--- config.mk ---
export PLATFORM = sky130hd
export DESIGN_NAME = stopwatch_ctrl
export DESIGN_NICKNAME = d
export VERILOG_FILES = /design/src/rtl/stopwatch_ctrl.sv
export SDC_FILE = /design/constraint.sdc
export NUM_CORES = 1
export LEC_CHECK = 0
export ABC_CLOCK_PERIOD_IN_PS = 2180
export BUFFER_PORTS_ARGS = -buffer_cell sky130_fd_sc_hd__buf_4
export CAP_MARGIN = 20
export CORE_MARGIN = 4
export CORE_UTILIZATION = 60
export CTS_CLUSTER_SIZE = 24
export DETAILED_ROUTE_END_ITERATION = 12
export PLACE_DENSITY = 0.77
export SKIP_LAST_GASP = 1
export SYNTH_ARGS = -nofsm -noshare
export SYNTH_HDL_FRONTEND = slang
export SYNTH_SLANG_ARGS = --single-unit
export TNS_END_PERCENT = 100
--- constraint.sdc ---
create_clock -name clk -period 2.18 [get_ports clk]
set_input_delay 0.218 -clock clk [delete_from_list [all_inputs] [get_ports clk]]
set_output_delay 0.218 -clock clk [all_outputs]
set_load 0.01 [all_outputs]
--- src/rtl/stopwatch_ctrl.sv ---
// Stopwatch controller.
// Takes two raw buttons (start/stop and clear) and drives the seconds-counter
// controls: a count enable, a one-second tick strobe and a one-cycle clear.
//
// state    | meaning
// ---------+---------------------------------------------------------------
// IDLE  00 | stopped at zero; the prescaler is held at 0
// RUNNING 01 | counting; the prescaler advances and wraps, and tick fires
// PAUSED 10 | stopped; the prescaler holds, so the fractional second is kept
// 11       | unused; falls back to IDLE
module stopwatch_ctrl #(
  parameter int unsigned CLKS_PER_TICK   = 100000000,
  parameter int unsigned DEBOUNCE_CYCLES = 1000000
) (
  input  logic       clk,
  input  logic       rst_n,
  input  logic       btn_start_stop,
  input  logic       btn_clear,
  output logic       en,
  output logic       tick,
  output logic       clr,
  output logic [1:0] state
);

  localparam int unsigned PS_W = $clog2(CLKS_PER_TICK);
  localparam int unsigned DB_W = $clog2(DEBOUNCE_CYCLES);
  localparam logic [PS_W-1:0] PS_MAX = PS_W'(CLKS_PER_TICK - 1);
  localparam logic [DB_W-1:0] DB_MAX = DB_W'(DEBOUNCE_CYCLES - 1);

  typedef enum logic [1:0] {
    ST_IDLE  = 2'b00,
    ST_RUN   = 2'b01,
    ST_PAUSE = 2'b10
  } state_t;

  state_t          state_q;
  logic [PS_W-1:0] presc;
  logic [1:0]      btn_raw;
  logic [1:0]      press;
  logic            press_start;
  logic            press_clr;

  // Bit 0 is start/stop, bit 1 is clear; both get identical conditioning.
  assign btn_raw = {btn_clear, btn_start_stop};

  for (genvar i = 0; i < 2; i++) begin : g_btn
    logic            sync1;
    logic            sync2;
    logic            db;
    logic            db_d;
    logic [DB_W-1:0] cnt;

    // Two-flop synchronizer for the asynchronous raw button.
    always_ff @(posedge clk or negedge rst_n) begin
      if (!rst_n) begin
        sync1 <= 1'b0;
        sync2 <= 1'b0;
      end else begin
        sync1 <= btn_raw[i];
        sync2 <= sync1;
      end
    end

    // Debounce: accept the new level only after it has disagreed with the
    // debounced level for DEBOUNCE_CYCLES consecutive cycles.
    always_ff @(posedge clk or negedge rst_n) begin
      if (!rst_n) begin
        cnt  <= '0;
        db   <= 1'b0;
        db_d <= 1'b0;
      end else begin
        db_d <= db;
        if (sync2 != db) begin
          if (cnt == DB_MAX) begin
            db  <= sync2;
            cnt <= '0;
          end else begin
            cnt <= cnt + 1'b1;
          end
        end else begin
          cnt <= '0;
        end
      end
    end

    // Rising edge of the debounced level is the press; releases do nothing.
    assign press[i] = db & ~db_d;
  end

  assign press_start = press[0];
  assign press_clr   = press[1];

  // Mode FSM with the prescaler and registered clear pulse. Clear wins over
  // start outside RUNNING; inside RUNNING clear is ignored entirely.
  always_ff @(posedge clk or negedge rst_n) begin
    if (!rst_n) begin
      state_q <= ST_IDLE;
      clr     <= 1'b0;
      presc   <= '0;
    end else begin
      clr <= 1'b0;
      case (state_q)
        ST_IDLE: begin
          presc <= '0;
          if (press_clr) begin
            clr <= 1'b1;
          end else if (press_start) begin
            state_q <= ST_RUN;
          end
        end
        ST_RUN: begin
          presc <= (presc == PS_MAX) ? '0 : presc + 1'b1;
          if (press_start) begin
            state_q <= ST_PAUSE;
          end
        end
        ST_PAUSE: begin
          if (press_clr) begin
            state_q <= ST_IDLE;
            clr     <= 1'b1;
            presc   <= '0;
          end else if (press_start) begin
            state_q <= ST_RUN;
          end
        end
        default: begin
          state_q <= ST_IDLE;
          presc   <= '0;
        end
      endcase
    end
  end

  // Outputs decoded from registers only, so reset clears them at once.
  assign en    = (state_q == ST_RUN);
  assign tick  = en && (presc == PS_MAX);
  assign state = state_q;

endmodule
* Word level (Yosys, flattened, before mapping)
Cells that the tools add are included.
** Cells by class
- Multiplexer cells :: 14
- $add $sub $neg :: 3
- Reductions and logical operators :: 6
- Equal/unequal tests :: 10
- Bitwise logic cells :: 4
** Operators with widths (count)
- 20-bit two-way mux :: 4
- 27-bit two-way mux :: 2
- 27-bit one-hot mux with 2 select lines :: 1
- 20-bit by 1-bit adder with 20-bit output, second input constant :: 2
- 20-bit == test, second input constant :: 2
- 27-bit by 1-bit adder with 27-bit output, second input constant :: 1
- 27-bit == test, second input constant :: 1
- 2-bit two-way mux :: 4
- 2-bit one-hot mux with 3 select lines :: 1
- 2-bit AND reduction :: 3
- 2-bit inequality test, second input constant :: 2
- 1-bit AND :: 2
- 2-bit by 1-bit == test with 1-bit output, second input constant :: 1
- 2-bit == test, second input constant :: 1
- 2-bit zero test :: 1
- 1-bit two-way mux :: 2
- 1-bit inequality test :: 2
- 2-bit by 1-bit inequality test with 1-bit output, second input constant :: 1
- 1-bit NOT :: 2
- 2-bit OR reduction :: 1
- 1-bit logical AND :: 1
** Word-level totals
- Logic and storage cells :: 50
- Flip-flop bits (word level) :: 78

* Longest topological paths before layout
Gate-level depths: netlist of run 1.
- Depth in word-level cells :: 5
- Gate-level depth with buffers :: 8
- Mapped depth without buffers :: 6

* Worst setup path before layout of run 1
No wires, ideal clock.
- Kind :: register to register
- Start point :: register presc[8]
- End point :: register presc[0]
- Setup slack :: 179 ps
- Arrival time :: 1876 ps
- Cell stages (with the launch flop) :: 8
- Data required time :: 2055 ps
- Setup time :: 125 ps
- Cells stage by stage :: dfrtp_1 > buf_6 > or4_1 > nor4_2 > a21oi_1 > buf_6 > buf_6 > mux2_2
** Between the ends
- Longest elaborated chain between the ends :: 3
** Ends and longest elaborated chain
- start: declaration :: RTL line 37 : logic [PS_W-1:0] presc;
- start signal: assignment :: RTL line 112 : presc <= (presc == PS_MAX) ? '0 : presc + 1'b1;
- 27-bit == test :: RTL line 112
- 27-bit two-way mux :: RTL line 112
- 27-bit one-hot mux with 2 select lines :: RTL line 102 : case (state_q)
No other way between the ends.
A chain may end at the register's enable or synchronous reset.

* Worst setup path after layout of run 1
- Start point :: register presc[10]
- End point :: output tick
** Between the ends
- Longest elaborated chain between the ends :: 2
** Ends and longest elaborated chain
- 27-bit == test :: RTL line 136 : assign tick = en && (presc == PS_MAX);
- 1-bit logical AND :: RTL line 136
- end: declaration :: RTL line 20 : output logic tick,
No other way between the ends.

==> results.toml, run 1 <==
[floorplan]
initial_utilization_pct = 63.5
die_w_um = 88.1
io_pins = 9
fp.dieH_um = 88.1
rows = 28
coreArea_um2 = 6060
die_area_um2 = 7760

[cells_and_area]
fillerInstances = 432
design_area_um2 = 4320
regArea_um2 = 1950
area_growth_syn_to_layout_pct = 12.3
multi_input_area_um2 = 1780
drive_above_1_share_pct = 12.1
layout.cells.non_filler = 503
final_util_pct = 71.3
nNetsFinal = 430
diodes = 0

[sta]
timing.final.crit_share_pct = 95.4
setup_violations = 0
tightest_slew_ps = 557
fin_tns_setup_ps = 0
fin_crit_ps = 2080
finalClockSkew_ps = 13.4
rsz0062_at_grt = "false"
hold_violations = 0
maxSlewHeadroom_pct = 62.9
slew_violations = 0
fmax_mhz = 481

[placement]
dp_hpwl_um = 4930
placed_cells = 482
port_buffers = 8
globalplace.congestion = 0.805
placed_area_um2 = 4040

[synth]
synthCells = 401
synth_nets = 408
yosys_warnings = 0
synth_area_leaders = "dfrtp_1 (51%), xor2_1 (5.7%), nor2_1 (4.9%), nand3_1 (3.3%), nand2_1 (3.1%)"
synth_top_family_by_area = "simple AND/OR/NAND/NOR gates"
synthMuxAreaShare_pct = 1.40
yosysMostFrequentCell = "dfrtp_1"
synth-seq-cells = 78
synthAdderAreaFrac_pct = 0.975
ys_types = 45
syn_area_um2 = 3850
synthArstFlopShare_pct = 100
synth_top_cell_area_share_pct = 50.7
synth_ff_type = "dfrtp_1"
avgSynthCellArea_um2 = 9.60
ys_top_cells_by_count = "dfrtp_1 (78), nor2_1 (50), nand2_1 (32)"
yosysSeqAreaShare_pct = 50.7
synth_compound_area_share_pct = 9.85
synth_edf_count = 0
yosys.area_share.simple_pct = 25.0
synth_xor_area_share_pct = 8.42
yosysTopAreaCell = "dfrtp_1"

[setup_path]
worstSetupPathType = "flop to output port"
start_kind = "flop"
path_depth = 4
startpoint = "presc[10]"
crit_fanout = 4
rr_endpoint = "presc[26]"
crit_buf_inv = 1
crit_slowest_cell = "or3b_2"
arrival_ps = 1860
crit_chain = "or3b_2 -> nor4_4 -> and3_1 -> buf_4"
cp-endpoint = "tick"
ff2ff_setup_slack_ps = 170
worst_setup_path_end_kind = "output port"
reg2regPathDepth = 6
slowest_delay_ps = 480
reg2reg_from = "presc[0]"
critPathTopFamily = "simple AND/OR/NAND/NOR gates"
cp.required_ps = 1960

[drt]
via_per_inst = 5.89
via_count = 2963
wire_per_inst_um = 14.6
drc_errors = 0
drtIter0Drc = 148
routed_wl_um = 7340
drt-pass1-iter-count = 4
ant_nets = 0

[grt]
grt_antenna_before_repair = 0
overflow = 0
grt_pass1_vias = 2840
grt_max_degree = 46
grt_util_all_layers_pct = 21.5
grt_pass1_wl_um = 13200

[worst_hold_path]
hold_class = "flop to flop"

[clock_network]
h-tree-depth = 3
numCtsBuffers = 9
clock-root-buffer = "clkbuf_8"
cts_sinks = 78
insertion_delay_ps = 340
cts_tree = "yes"
clk_pin_slew_ps = 80
cts_buffer_depth = 2

[pwr]
intPower_mw = 2.16
comb_power_share_pct = 2.6
p_sw_uw = 584
p_sw_share_pct = 21.3
leakagePower_nw = 1.84
power_mw = 2.74
pwr_density_cell_nw_per_um2 = 635
ir_worst_vdd_v = 0.000538
power_frac_clock_pct = 43.9
seq_power_share_pct = 53.5

[job]
cap_violations = 0

[run_status]
outcome = "complete, no violations"
## power groups by stage
stage                     logic, mW  clock network [mW]  registers (mW)
after floorplan              0.0275                   0            1.49
after global placement       0.0676                   0            1.50
after detailed placement     0.0694                   0            1.50
after CTS                    0.0742                1.22            1.47
after global routing         0.0836                1.29            1.47
final                        0.0705                1.21            1.47
## timing repair
action | CTS | global route
gates resized for setup | 0 | 3
endpoints found under the setup margin | 0 | 12
buffers inserted | 0 | 2
hold buffers | 3 | 0
endpoints found under the hold margin | 46 | 0
## how the worst min path moves through the flow
stage | endpoint | start | cells past startpoint | slack [ps]
after floorplan | clr | rst_n | 0 | -80
after global placement | presc[2] | rst_n | 1 | 250
after detailed placement | presc[2] | rst_n | 1 | 250
after CTS | g_btn[0].sync2 | g_btn[0].sync1 | 0 | 360
after global routing | g_btn[0].sync2 | g_btn[0].sync1 | 0 | 360
final | g_btn[0].sync2 | g_btn[0].sync1 | 0 | 360
## kinds of logic after synthesis
family	count (synthesis)
compound gates	64
xor+xnor	37
fa+ha+maj	3
buf+inv	28
flops	78
mux	5
simple gates	186
## state kept, by name (all words and copies together) (netlist names)
signal,cells
clr,1
g_btn.db_d,2
g_btn.cnt,40
g_btn.db,2
state,2
g_btn.sync1,2
g_btn.sync2,2
presc,27
## metrics by stage
step	hold WS, ps	setup WS [ps]
6_report	358	101
5_1_grt	363	4.76
4_1_cts	358	23.1
3_5_place_dp	251	146
3_3_place_gp	247	201
2_1_floorplan	-77.6	179
## metal layers
| layer | global-route usage (%) | wire (um) |
|---|---|---|
| met1 | 29.8 | 3480 |
| met2 | 34.7 | 3520 |
| met3 | 3.57 | 271 |
| met4 | 7.28 | 69 |
| met5 | 0 | 0 |
## cell type report
type	instances	share of cell area, %
Clock buffer	11	3.27
Sequential cell	78	45.2
Multi-Input combinational cell	295	41.1
Tap cell	75	2.17
Inverter	10	0.869
Timing Repair Buffer	29	5.50
Clock inverter	5	1.91
## cell usage in the layout, fill, tap and decap left out, drive strengths merged, types with 4 or more instances in the layout
cell / instances
a21oi: 22
a31oi: 14
a41oi: 5
and2: 4
and3: 9
and4: 7
buf: 26
clkbuf: 11
clkinv: 4
dfrtp: 78
inv: 9
nand2: 32
nand2b: 6
nand3: 25
nand4: 18
nor2: 50
nor3: 11
nor4: 6
o21ai: 16
xnor2: 12
xor2: 25
Power figures use the tool's default switching activity.
==> run 2, diff against run 1 <==
- ABC_CLOCK_PERIOD_IN_PS: 2180 -> 1800
- CORE_MARGIN: 4 -> not set
- CORE_UTILIZATION: 60 -> 56
- PLACE_DENSITY: 0.77 -> 0.75
- clock period: 2.18 -> 1.8 ns (I/O delays scaled with it)
==> run 2 against run 1 <==
  * Routed wire length up 9.9%
  * Sequential cell count unchanged
  * Worst setup slack worse by 290 ps
  * Sequential power up 21%
  * Sequential share of layout area down 3.4 points
  * The flow now finishes with violations (negative setup slack)
==> results.toml, run 2 (same netlist as run 1, synthesis figures left out) <==
[run_status]
violations = "negative setup slack"
outcome = "finished with violations"

[pwr]
leakagePower_nw = 2.03
power_mw = 3.19
ir_worst_vdd_v = 0.000404
pwr_density_cell_nw_per_um2 = 684

[sta]
hold_violations = 0
timing.final.crit_share_pct = 111
slew_violations = 0
fin_crit_ps = 1990
setup_violations = 11
rsz0062_at_grt = "true"
fmax_mhz = 501
fin_tns_setup_ps = -507
timing.final.ws_setup_ps = -194
maxSlewHeadroom_pct = 67.2
tightest_slew_ps = 492
finalClockSkew_ps = 11.5

[cells_and_area]
drive_above_1_share_pct = 21.0
nNetsFinal = 464
final_cell_mix = "dfrtp_1 (78), buf_4 (52), nor2_1 (49)"
fillerInstances = 476
layout_commonest_cell = "dfrtp_1"
largest_reg_flops = 40
design_area_um2 = 4670
final_util_pct = 71.9
largest_register = "g_btn.cnt"
largest_registers = "g_btn.cnt x40, presc x27"
area_growth_syn_to_layout_pct = 21.3
diodes = 0

[drt]
drc_errors = 0
drt-pass1-iter-count = 4
routed_wl_um = 8060
via_per_inst = 5.83
ant_nets = 0
wire_per_inst_um = 15.0
drtIter0Drc = 199
via_count = 3144

[clock_network]
clock-root-buffer = "clkbuf_8"
insertion_delay_ps = 340
cts_tree = "yes"
clk_pin_slew_ps = 80
cts_sinks = 78
cts_buffer_depth = 2
h-tree-depth = 3
numCtsBuffers = 9

[setup_path]
crit_slowest_cell = "or4_4"
cp.required_ps = 1620
worst_setup_path_end_kind = "output port"
worstSetupPathType = "flop to output port"
start_kind = "flop"
slowest_delay_ps = 550
critPathTopFamily = "simple AND/OR/NAND/NOR gates"
arrival_ps = 1810
crit_buf_inv = 1
crit_fanout = 2
crit_chain = "or4_4 -> nor4_4 -> and3_1 -> buf_4"

[placement]
dp_hpwl_um = 5380
globalplace.congestion = 0.840
placed_area_um2 = 4300
port_buffers = 8

[grt]
overflow = 0
grt_antenna_before_repair = 0
grt_util_all_layers_pct = 23.8
grt_pass1_wl_um = 13500
grt_pass1_vias = 2984
grt_max_degree = 42

[floorplan]
rows = 29
io_pins = 9
initial_utilization_pct = 59.3
die_w_um = 84.9
coreArea_um2 = 6490
die_area_um2 = 7210
fp.dieH_um = 84.9

[worst_hold_path]
hold_class = "primary input to asynchronous set/reset pin"

[job]
cap_violations = 0
==> run 2: cell count changes in the layout (fill, tap and decap cells not counted), moves of 2 or more <==
cell / before / now
buf_4: 25 / 52
nor3_1: 10 / 7
nor3_2: 1 / 4
or4_1: 3 / 0
or4_4: 0 / 3
buf_12: 1 / 3
buf_6: 0 / 2
clkinv_2: 1 / 3
clkinv_4: 2 / 0
or2_4: 0 / 2
==> run 2: worst paths after layout <==
path / cells past startpoint / from / endpoint / slack, ps
max: 4 / presc[12] / tick / -190
max reg2reg: 6 / presc[12] / presc[3] / -60
min reg2reg: 0 / g_btn[0].sync1 / g_btn[0].sync2 / 350
max in group asynchronous: 3 / rst_n / g_btn[0].db_d / 870
min in group clk: 0 / g_btn[0].sync1 / g_btn[0].sync2 / 350
min: 2 / rst_n / presc[4] / 340
==> run 2: final cells by class <==
cell class              count  area, um2  area share [%]
flip-flops and latches     78       1950            41.8
multi-input cells         296       1840            39.4
repair buffers             62        543            11.6
clock buffers              12        155            3.32
well taps                  77       96.3            2.06
clock inverters             4       45.0           0.965
inverters                  10       37.5           0.804
==> run 2: power by group <==
part / internal (mW) / switching, mW / total [mW] / leakage, nW
registers: 1.77 / 0.0118 / 1.78 / 1.08
clock network: 0.710 / 0.607 / 1.32 / 0.106
logic: 0.0346 / 0.0631 / 0.0977 / 0.849
total: 2.51 / 0.682 / 3.19 / 2.03
==> run 2: layer usage <==
layer,vias to the layer above,GRT usage [%],routed length (um)
li1,1539,-,-
met1,1532,31.6,3590
met2,60,39.4,4080
met3,13,3.40,255
met4,0,10.2,138
met5,-,0,0
==> run 2: repair_timing <==
| item | CTS | global route |
|---|---|---|
| hold buffers | 3 | 0 |
| hold endpoints to repair | 39 | 0 |
| setup endpoints to repair | 16 | 65 |
| resized for setup | 5 | 13 |
| gates cloned | 0 | 2 |
| setup buffers | 1 | 4 |
| pin swaps | 0 | 6 |
==> run 2: stage by stage <==
step	cells	setup slack (ps)	hold slack, ps
2_1_floorplan	401	-65.3	-116
3_3_place_gp	513	-5.88	174
3_5_place_dp	513	-94.3	176
4_1_cts	533	-185	349
5_1_grt	539	-227	360
6_report	539	-194	343
